--- config.mk ---
export PLATFORM = sky130hd
export DESIGN_NAME = host_reg_master
export DESIGN_NICKNAME = d
export VERILOG_FILES = /design/src/rtl/cmd_pkg.sv /design/src/rtl/rsp_frame_collector.sv /design/src/rtl/host_reg_master.sv
export SDC_FILE = /design/constraint.sdc
export NUM_CORES = 1
export LEC_CHECK = 0
export ABC_AREA = 1
export BUFFER_PORTS_ARGS = -buffer_cell sky130_fd_sc_hd__buf_2
export CAP_MARGIN = 10
export CELL_PAD_IN_SITES_DETAIL_PLACEMENT = 2
export CELL_PAD_IN_SITES_GLOBAL_PLACEMENT = 2
export CORE_ASPECT_RATIO = 1.5
export CORE_MARGIN = 4
export CORE_UTILIZATION = 38
export CTS_BUF_LIST = sky130_fd_sc_hd__clkbuf_2
export DETAILED_ROUTE_END_ITERATION = 12
export GPL_TIMING_DRIVEN = 0
export PLACE_DENSITY = 0.84
export SYNTH_ARGS = -nofsm -noshare
export SYNTH_HDL_FRONTEND = slang
export SYNTH_HIERARCHICAL = 1
export SYNTH_SLANG_ARGS = --single-unit
--- constraint.sdc ---
create_clock -name clk -period 2.7 [get_ports clk]
set_clock_uncertainty 0.05 [all_clocks]
set_input_delay 0.405 -clock clk [delete_from_list [all_inputs] [get_ports clk]]
set_output_delay 0.405 -clock clk [all_outputs]
set_load 0.03 [all_outputs]
--- src/rtl/cmd_pkg.sv ---
// Shared constants and types for the UART register-access protocol.
// Used by both the command serializer and the response collector.
package cmd_pkg;
  localparam logic [7:0] CMD_SYNC  = 8'hA5;
  localparam logic [7:0] RSP_SYNC  = 8'h5A;
  localparam logic [7:0] OP_WRITE  = 8'h01;
  localparam logic [7:0] OP_READ   = 8'h02;
  localparam int         FRAME_LEN = 5;

  typedef enum logic [1:0] {
    ST_OK       = 2'b00,
    ST_CHK_ERR  = 2'b01,
    ST_TIMEOUT  = 2'b10,
    ST_MISMATCH = 2'b11
  } rsp_status_t;

  // Body of a frame; the sync byte is implied by direction.
  typedef struct packed {
    logic [7:0] opcode;
    logic [7:0] addr;
    logic [7:0] data;
    logic [7:0] chk;
  } cmd_packet_t;

  function automatic logic [7:0] frame_chk(input logic [7:0] op, input logic [7:0] addr,
                                           input logic [7:0] data);
    return op ^ addr ^ data;
  endfunction
endpackage

--- src/rtl/rsp_frame_collector.sv ---
// Collects a 5-byte response frame: hunts for the sync byte, stores the body,
// and grades the frame on its final byte (checksum first, then echo compare).
module rsp_frame_collector
  import cmd_pkg::*;
(
  input  logic        clk,
  input  logic        rst,
  input  logic        en,
  input  logic [7:0]  rx_byte,
  input  logic        rx_byte_valid,
  input  logic [7:0]  exp_op,
  input  logic [7:0]  exp_addr,
  output logic        done,
  output logic [7:0]  rdata,
  output rsp_status_t status
);
  logic [2:0] idx;
  logic [7:0] op_q, addr_q, data_q;

  // Index falls back to zero whenever collection is disabled, so every
  // response wait starts with a fresh sync hunt.
  always_ff @(posedge clk or negedge rst) begin
    if (!rst) begin
      idx    <= '0;
      op_q   <= '0;
      addr_q <= '0;
      data_q <= '0;
    end else if (!en) begin
      idx <= '0;
    end else if (rx_byte_valid) begin
      case (idx)
        3'd0: if (rx_byte == RSP_SYNC) idx <= 3'd1;
        3'd1: begin op_q   <= rx_byte; idx <= 3'd2; end
        3'd2: begin addr_q <= rx_byte; idx <= 3'd3; end
        3'd3: begin data_q <= rx_byte; idx <= 3'd4; end
        default: idx <= '0;
      endcase
    end
  end

  assign done  = en && rx_byte_valid && (idx == 3'(FRAME_LEN - 1));
  assign rdata = data_q;

  always_comb begin
    status = ST_OK;
    if (rx_byte != frame_chk(op_q, addr_q, data_q))    status = ST_CHK_ERR;
    else if (op_q != exp_op || addr_q != exp_addr)     status = ST_MISMATCH;
  end
endmodule

--- src/rtl/host_reg_master.sv ---
// Host-side register-access initiator: serializes one request into a command
// frame, then waits (bounded) for the matching response frame.
module host_reg_master
  import cmd_pkg::*;
#(
  parameter int TIMEOUT_CYCLES = 1_000_000
) (
  input  logic       clk,
  input  logic       rst,
  input  logic       req_valid,
  output logic       req_ready,
  input  logic       req_write,
  input  logic [7:0] req_addr,
  input  logic [7:0] req_wdata,
  output logic [7:0] tx_byte,
  output logic       tx_byte_valid,
  input  logic       tx_byte_ready,
  input  logic [7:0] rx_byte,
  input  logic       rx_byte_valid,
  output logic       rsp_valid,
  output logic [7:0] rsp_rdata,
  output logic [1:0] rsp_status,
  output logic       busy
);
  localparam int            TW     = $clog2(TIMEOUT_CYCLES);
  localparam logic [TW-1:0] T_LAST = TW'(TIMEOUT_CYCLES - 1);

  typedef enum logic [1:0] {IDLE, SEND, WAIT_RSP, DONE} state_t;

  state_t      state, state_n;
  cmd_packet_t pkt;
  logic [2:0]  idx;
  logic [TW-1:0] timer;
  rsp_status_t status_q, col_status;
  logic [7:0]  col_rdata, op_in, data_in;
  logic        col_done;

  assign op_in   = req_write ? OP_WRITE : OP_READ;
  assign data_in = req_write ? req_wdata : 8'h00;

  rsp_frame_collector u_col (
    .clk          (clk),
    .rst          (rst),
    .en           (state == WAIT_RSP),
    .rx_byte      (rx_byte),
    .rx_byte_valid(rx_byte_valid),
    .exp_op       (pkt.opcode),
    .exp_addr     (pkt.addr),
    .done         (col_done),
    .rdata        (col_rdata),
    .status       (col_status)
  );

  always_comb begin
    state_n = state;
    case (state)
      IDLE:     if (req_valid && req_ready) state_n = SEND;
      SEND:     if (tx_byte_ready && idx == 3'(FRAME_LEN - 1)) state_n = WAIT_RSP;
      WAIT_RSP: if (col_done || timer == T_LAST) state_n = DONE;
      default:  state_n = IDLE;
    endcase
  end

  always_ff @(posedge clk or negedge rst) begin
    if (!rst) begin
      state     <= IDLE;
      req_ready <= 1'b0;
      pkt       <= '0;
      idx       <= '0;
      timer     <= '0;
      rsp_rdata <= '0;
      status_q  <= ST_OK;
    end else begin
      state     <= state_n;
      req_ready <= (state_n == IDLE);
      case (state)
        IDLE: if (req_valid && req_ready) begin
          pkt <= '{opcode: op_in, addr: req_addr, data: data_in,
                   chk: frame_chk(op_in, req_addr, data_in)};
          idx <= '0;
        end
        SEND: begin
          timer <= '0;
          if (tx_byte_ready) idx <= idx + 3'd1;
        end
        WAIT_RSP: begin
          timer <= timer + 1'b1;
          // A completing byte on the timeout cycle takes precedence.
          if (col_done) begin
            rsp_rdata <= col_rdata;
            status_q  <= col_status;
          end else if (timer == T_LAST) begin
            rsp_rdata <= 8'h00;
            status_q  <= ST_TIMEOUT;
          end
        end
        default: ;
      endcase
    end
  end

  always_comb begin
    tx_byte = 8'h00;
    if (state == SEND) begin
      case (idx)
        3'd0:    tx_byte = CMD_SYNC;
        3'd1:    tx_byte = pkt.opcode;
        3'd2:    tx_byte = pkt.addr;
        3'd3:    tx_byte = pkt.data;
        3'd4:    tx_byte = pkt.chk;
        default: tx_byte = 8'h00;
      endcase
    end
  end

  assign tx_byte_valid = (state == SEND);
  assign rsp_valid     = (state == DONE);
  assign busy          = (state != IDLE);
  assign rsp_status    = status_q;
endmodule
======== Word level (Yosys, flattened, before mapping) ========
Index checks and enable logic that the tools add are counted.
word-level totals
  flip-flop bits (word level) ............. 95
  input bits .............................. 30
  output and inout port bits .............. 22
  logic and storage cells ................. 83
operators by class
  add/subtract/negate cells ............... 2
  equal/unequal tests ..................... 20
  multiplexer cells ....................... 22
  bitwise logic cells ..................... 4
  reductions and logical operators ........ 21
operator list
  kind                     number
  $pmux W20 S2             1
  $pmux W8 S5              1
  $mux W8                  4
  $ne A8 B8 Y1             3
  $xor A8 B8 Y8            3
  $add A20 B1 Y20 const B  1
  $eq A20 B20 Y1 const B   1
  $mux W2                  8
  $mux W3                  5
  $eq A3 B2 Y1 const B     4
  $pmux W3 S4              1
  $reduce_and A3 Y1        4
  $eq A8 B7 Y1 const B     1
  $reduce_bool A2 Y1       4
  $xor A2 B8 Y8            1
  $eq A3 B1 Y1 const B     2
  $eq A3 B3 Y1 const B     2
  $logic_not A3 Y1         2
  $pmux W2 S3              1
  $pmux W3 S2              1
  $reduce_and A2 Y1        3
  $eq A2 B2 Y1 const B     2
  $logic_and A1 B1 Y1      4
  $logic_not A2 Y1         2
  other kinds (6)          8

======== Logic depth before layout (Yosys ltp) ========
  depth after elaboration ................. 7
  gate-level depth with buffers ........... 12
  mapped depth without buffers ............ 12

======== Hierarchy ========
Netlist, hierarchy kept.
modules (own cells, without submodules)
  module               times used  cells each  area an instance (µm²)  sequential area each (µm²)
  host_reg_master      1           423         3308.2                  1551.5
  rsp_frame_collector  1           247         1740.4                  675.6

======== Worst setup path before layout ========
No wires, ideal clock.
  path type ............................... flip-flop to output port
  start ................................... register state[1]
  end ..................................... output tx_byte[0]
  arrival time ............................ 1830 ps
  data required time ...................... 2245 ps
  slack ................................... 415 ps
  cell stages (with the launch flop) ...... 6
  buffers on the path ..................... 1
  cell sequence ........................... dfrtp_1 -> inv_1 -> ha_1 -> clkbuf_1 -> nand2_1 -> a41oi_1
between the ends
  longest elaborated chain between the ends .. 2
ends and longest elaborated chain
  what                    RTL line                text
  start, declared         host_reg_master.sv:30   state_t state, state_n;
  start signal, assigned  host_reg_master.sv:74   state <= state_n;
  $eq A2 B1 Y1            n/a
  net tx_byte_valid       host_reg_master.sv:16   output logic tx_byte_valid,
  $mux W8                 host_reg_master.sv:104  if (state == SEND) begin
  end, declared           host_reg_master.sv:15   output logic [7:0] tx_byte,
The timed path passes the listed nets, and every way through them passes these cells.

==> impl_metrics.json <==
{
  "outcome": "finished, violations left",
  "violations": "negative setup slack",
  "p_leak_nw": 2.97,
  "cts_htree_levels": 3,
  "synth.top_cells.by_area": "dfrtp_1, nand2_1, inv_1, nand3_1, nor2_1",
  "cap_violations": 0,
  "n_fill_cell": 1512,
  "async_reset_ff_share_pct": 100,
  "syn_area_per_cell_um2": 7.54,
  "timing.final.crit_share_pct": 103,
  "worst_setup_path_start_kind": "flop",
  "grtUsageTotal_pct": 25.5,
  "path_class": "flop to output port",
  "min_delay_path_depth": 3,
  "design_area_mm2": 0.00611,
  "insertion_delay_ns": 0.63,
  "cp_max_fo": 8,
  "fin_crit_ns": 2.79,
  "synth_fa_ha_area_share_pct": 2.73,
  "area_delta_synth_final_pct": 21.0,
  "synth_compound_area_share_pct": 10.0,
  "hold_path_end": "pkt[7]$_DFFE_PN0P_",
  "seq_area_frac_synth_pct": 44.1,
  "dp_hpwl_um": 13000,
  "rr_startpoint": "state[1]$_DFF_PN0_",
  "max_freq_mhz": 358,
  "drv_slew": 0,
  "drtPass1Iterations": 4,
  "seqCellArea_mm2": 0.00223,
  "grt_pass1_vias": 5693,
  "required_ns": 2.25,
  "vdd_drop_max_mv": 0.529,
  "synthFlopType": "dfrtp_1",
  "slew_headroom_pct": 57.9,
  "min_path_type": "input pin to flop",
  "yosysTopAreaCell": "dfrtp_1",
  "dp_cells": 889,
  "core_mm2": 0.0130,
  "first_iter_violations": 219,
  "antenna_found_initial": 0,
  "die_area_mm2": 0.0152,
  "hp-start": "req_addr[7]",
  "synth_top_family_by_area": "simple AND/OR/NAND/NOR gates",
  "layout_common_cells": "nand2_1, dfrtp_1, inv_1",
  "syn_inst": 670,
  "std_cell_rows": 51,
  "hold_viol": 0,
  "drive_above_1_share_pct": 17.6,
  "fin_util_pct": 46.9,
  "multi_input_area_mm2": 0.00259,
  "drc": 0,
  "diodes": 0,
  "cts-root-buf": "clkbuf_2",
  "tightest_slew_ns": 0.632,
  "synth_top_area_share_pct": 44.1,
  "rr_endpoint": "pkt[5]$_DFFE_PN0P_",
  "ys_types": 39,
  "synth_xor_area_share_pct": 5.20,
  "cp_data_arrival_time_ns": 2.33,
  "clk_pin_slew_worst_paths_ns": 0.27,
  "gp_congestion": 0.775,
  "synth_edf_count": 0,
  "start_util_pct": 38.8,
  "grt_max_degree": 66,
  "clock_sinks": 89,
  "placed_area_mm2": 0.00556,
  "io_pins": 52,
  "synth.cell_area_mm2": 0.00505,
  "timing.reg2reg.setup_slack_ns": 0.01,
  "cts_tree": "yes",
  "grt_pass1_wl_um": 30000,
  "setup_viol": 5,
  "portBuffers": 51,
  "final_common_cell": "nand2_1",
  "finalWorstSetupSlack_ns": -0.0895,
  "ant_nets": 0,
  "final_cells": 930,
  "nets": 808,
  "vias": 5077,
  "synth-seq-cells": 89,
  "cts_buffers": 9,
  "clk_path_buf_depth": 2,
  "cp-end-kind": "output port",
  "ys_warn_count": 6,
  "via_per_inst": 5.46,
  "die_w_um": 102,
  "die-height_um": 149,
  "routed_wirelength_um": 20100,
  "wl_per_cell_um": 21.6,
  "overflow": 0,
  "ff2ff_path_depth": 10,
  "p_per_area_mw_per_mm2": 734,
  "synth-simple-area-share_pct": 30.1,
  "rsz0062_at_grt": "true",
  "synthMuxAreaShare_pct": 0
}
critical path, cell delays in order, from the launching register on:
cell and delay [ns]:
dfrtp_1 0.48, buf_4 0.17, ha_4 0.18, ha_4 0.22, buf_4 0.15, a21oi_1 0.18
a31oi_2 0.15, buf_6 0.17
worst max-delay path by stage:
stage | startpoint | end | cells after the start
4_1_cts | idx[0]$_DFFE_PN0P_ | tx_byte[7] | 7
6_report | idx[0]$_DFFE_PN0P_ | tx_byte[2] | 7
2_1_floorplan | state[1]$_DFF_PN0_ | tx_byte[0] | 5
3_5_place_dp | state[1]$_DFF_PN0_ | tx_byte[0] | 6
3_3_place_gp | rst | pkt[5]$_DFFE_PN0P_ | 1
5_1_grt | idx[0]$_DFFE_PN0P_ | tx_byte[2] | 7
power by group:
group	switching, mW	internal, mW	total [mW]	leakage, nW
Combinational	1.22	0.637	1.86	1.70
Clock	0.525	0.305	0.830	0.0760
Sequential	0.244	1.55	1.79	1.19
through the flow:
stage                     worst slack (ns)  total power, mW  hold slack, ns  setup TNS, ns
after floorplan                      0.415             2.68          0.0594              0
after global placement               0.261             3.12           0.415              0
after detailed placement             0.222             3.25           0.303              0
after CTS                          0.00149             4.22         0.00121              0
after global routing                -0.151             4.71        -0.00679         -0.924
final                              -0.0895             4.48         0.00977         -0.167
final cells by class:
cell class	instances	share of cell area, %
Clock inverter	5	1.31
Buffer	14	1.43
Clock buffer	10	0.819
Multi-Input combinational cell	492	42.5
Sequential cell	89	36.5
Inverter	82	5.14
Tap cell	159	3.26
Timing Repair Buffer	79	9.07
sequential cells by signal, indices dropped and copies added, names as in the netlist:
| register | count |
|---|---|
| u_col/idx | 3 |
| req_ready | 1 |
| idx | 3 |
| pkt | 26 |
| state | 2 |
| rsp_status | 2 |
| rsp_rdata | 8 |
| timer | 20 |
| u_col/addr_q | 8 |
| u_col/rdata | 8 |
| u_col/op_q | 8 |
routing by layer:
layer	GRT usage, %	vias up	share of wire, %
met4	7.88	0	3.4
met1	28.0	2585	36
met5	0	-	0
met2	49.8	121	57
li1	-	2325	-
met3	2.76	46	3.0
Yosys cell counts, types with 2 or more instances:
cell,instances
ha_1,11
a21oi_1,18
inv_2,7
a31oi_1,7
o21ai_1,12
a22o_1,3
xor2_1,10
clkbuf_1,5
nor3_1,8
dfrtp_1,89
nand3_1,48
buf_4,2
a221oi_1,4
o21ai_0,39
nand4_1,12
inv_1,74
nand2_1,208
nand2_2,5
buf_2,5
xnor2_1,20
a41oi_1,2
nor2_1,56
buf_6,2
nor2_4,4
nor2_2,5
cell families after synthesis:
| family | count (synthesis) |
|---|---|
| AND/OR/NAND/NOR | 353 |
| buffers and inverters | 97 |
| AO/OA/AOI/OAI | 89 |
| flip-flops | 89 |
| XOR/XNOR | 30 |
| adder cells (fa/ha/maj) | 11 |
| other | 1 |
timing repair:
item | 4_1_cts | 5_1_grt
setup endpoints to repair | 8 | 11
hold buffers | 16 | 1
pin swaps | 1 | 6
hold endpoints to repair | 45 | 1
buffers inserted | 5 | 5
resized for setup | 26 | 19
gates cloned | 0 | 0
Power figures use the tool's default switching activity.
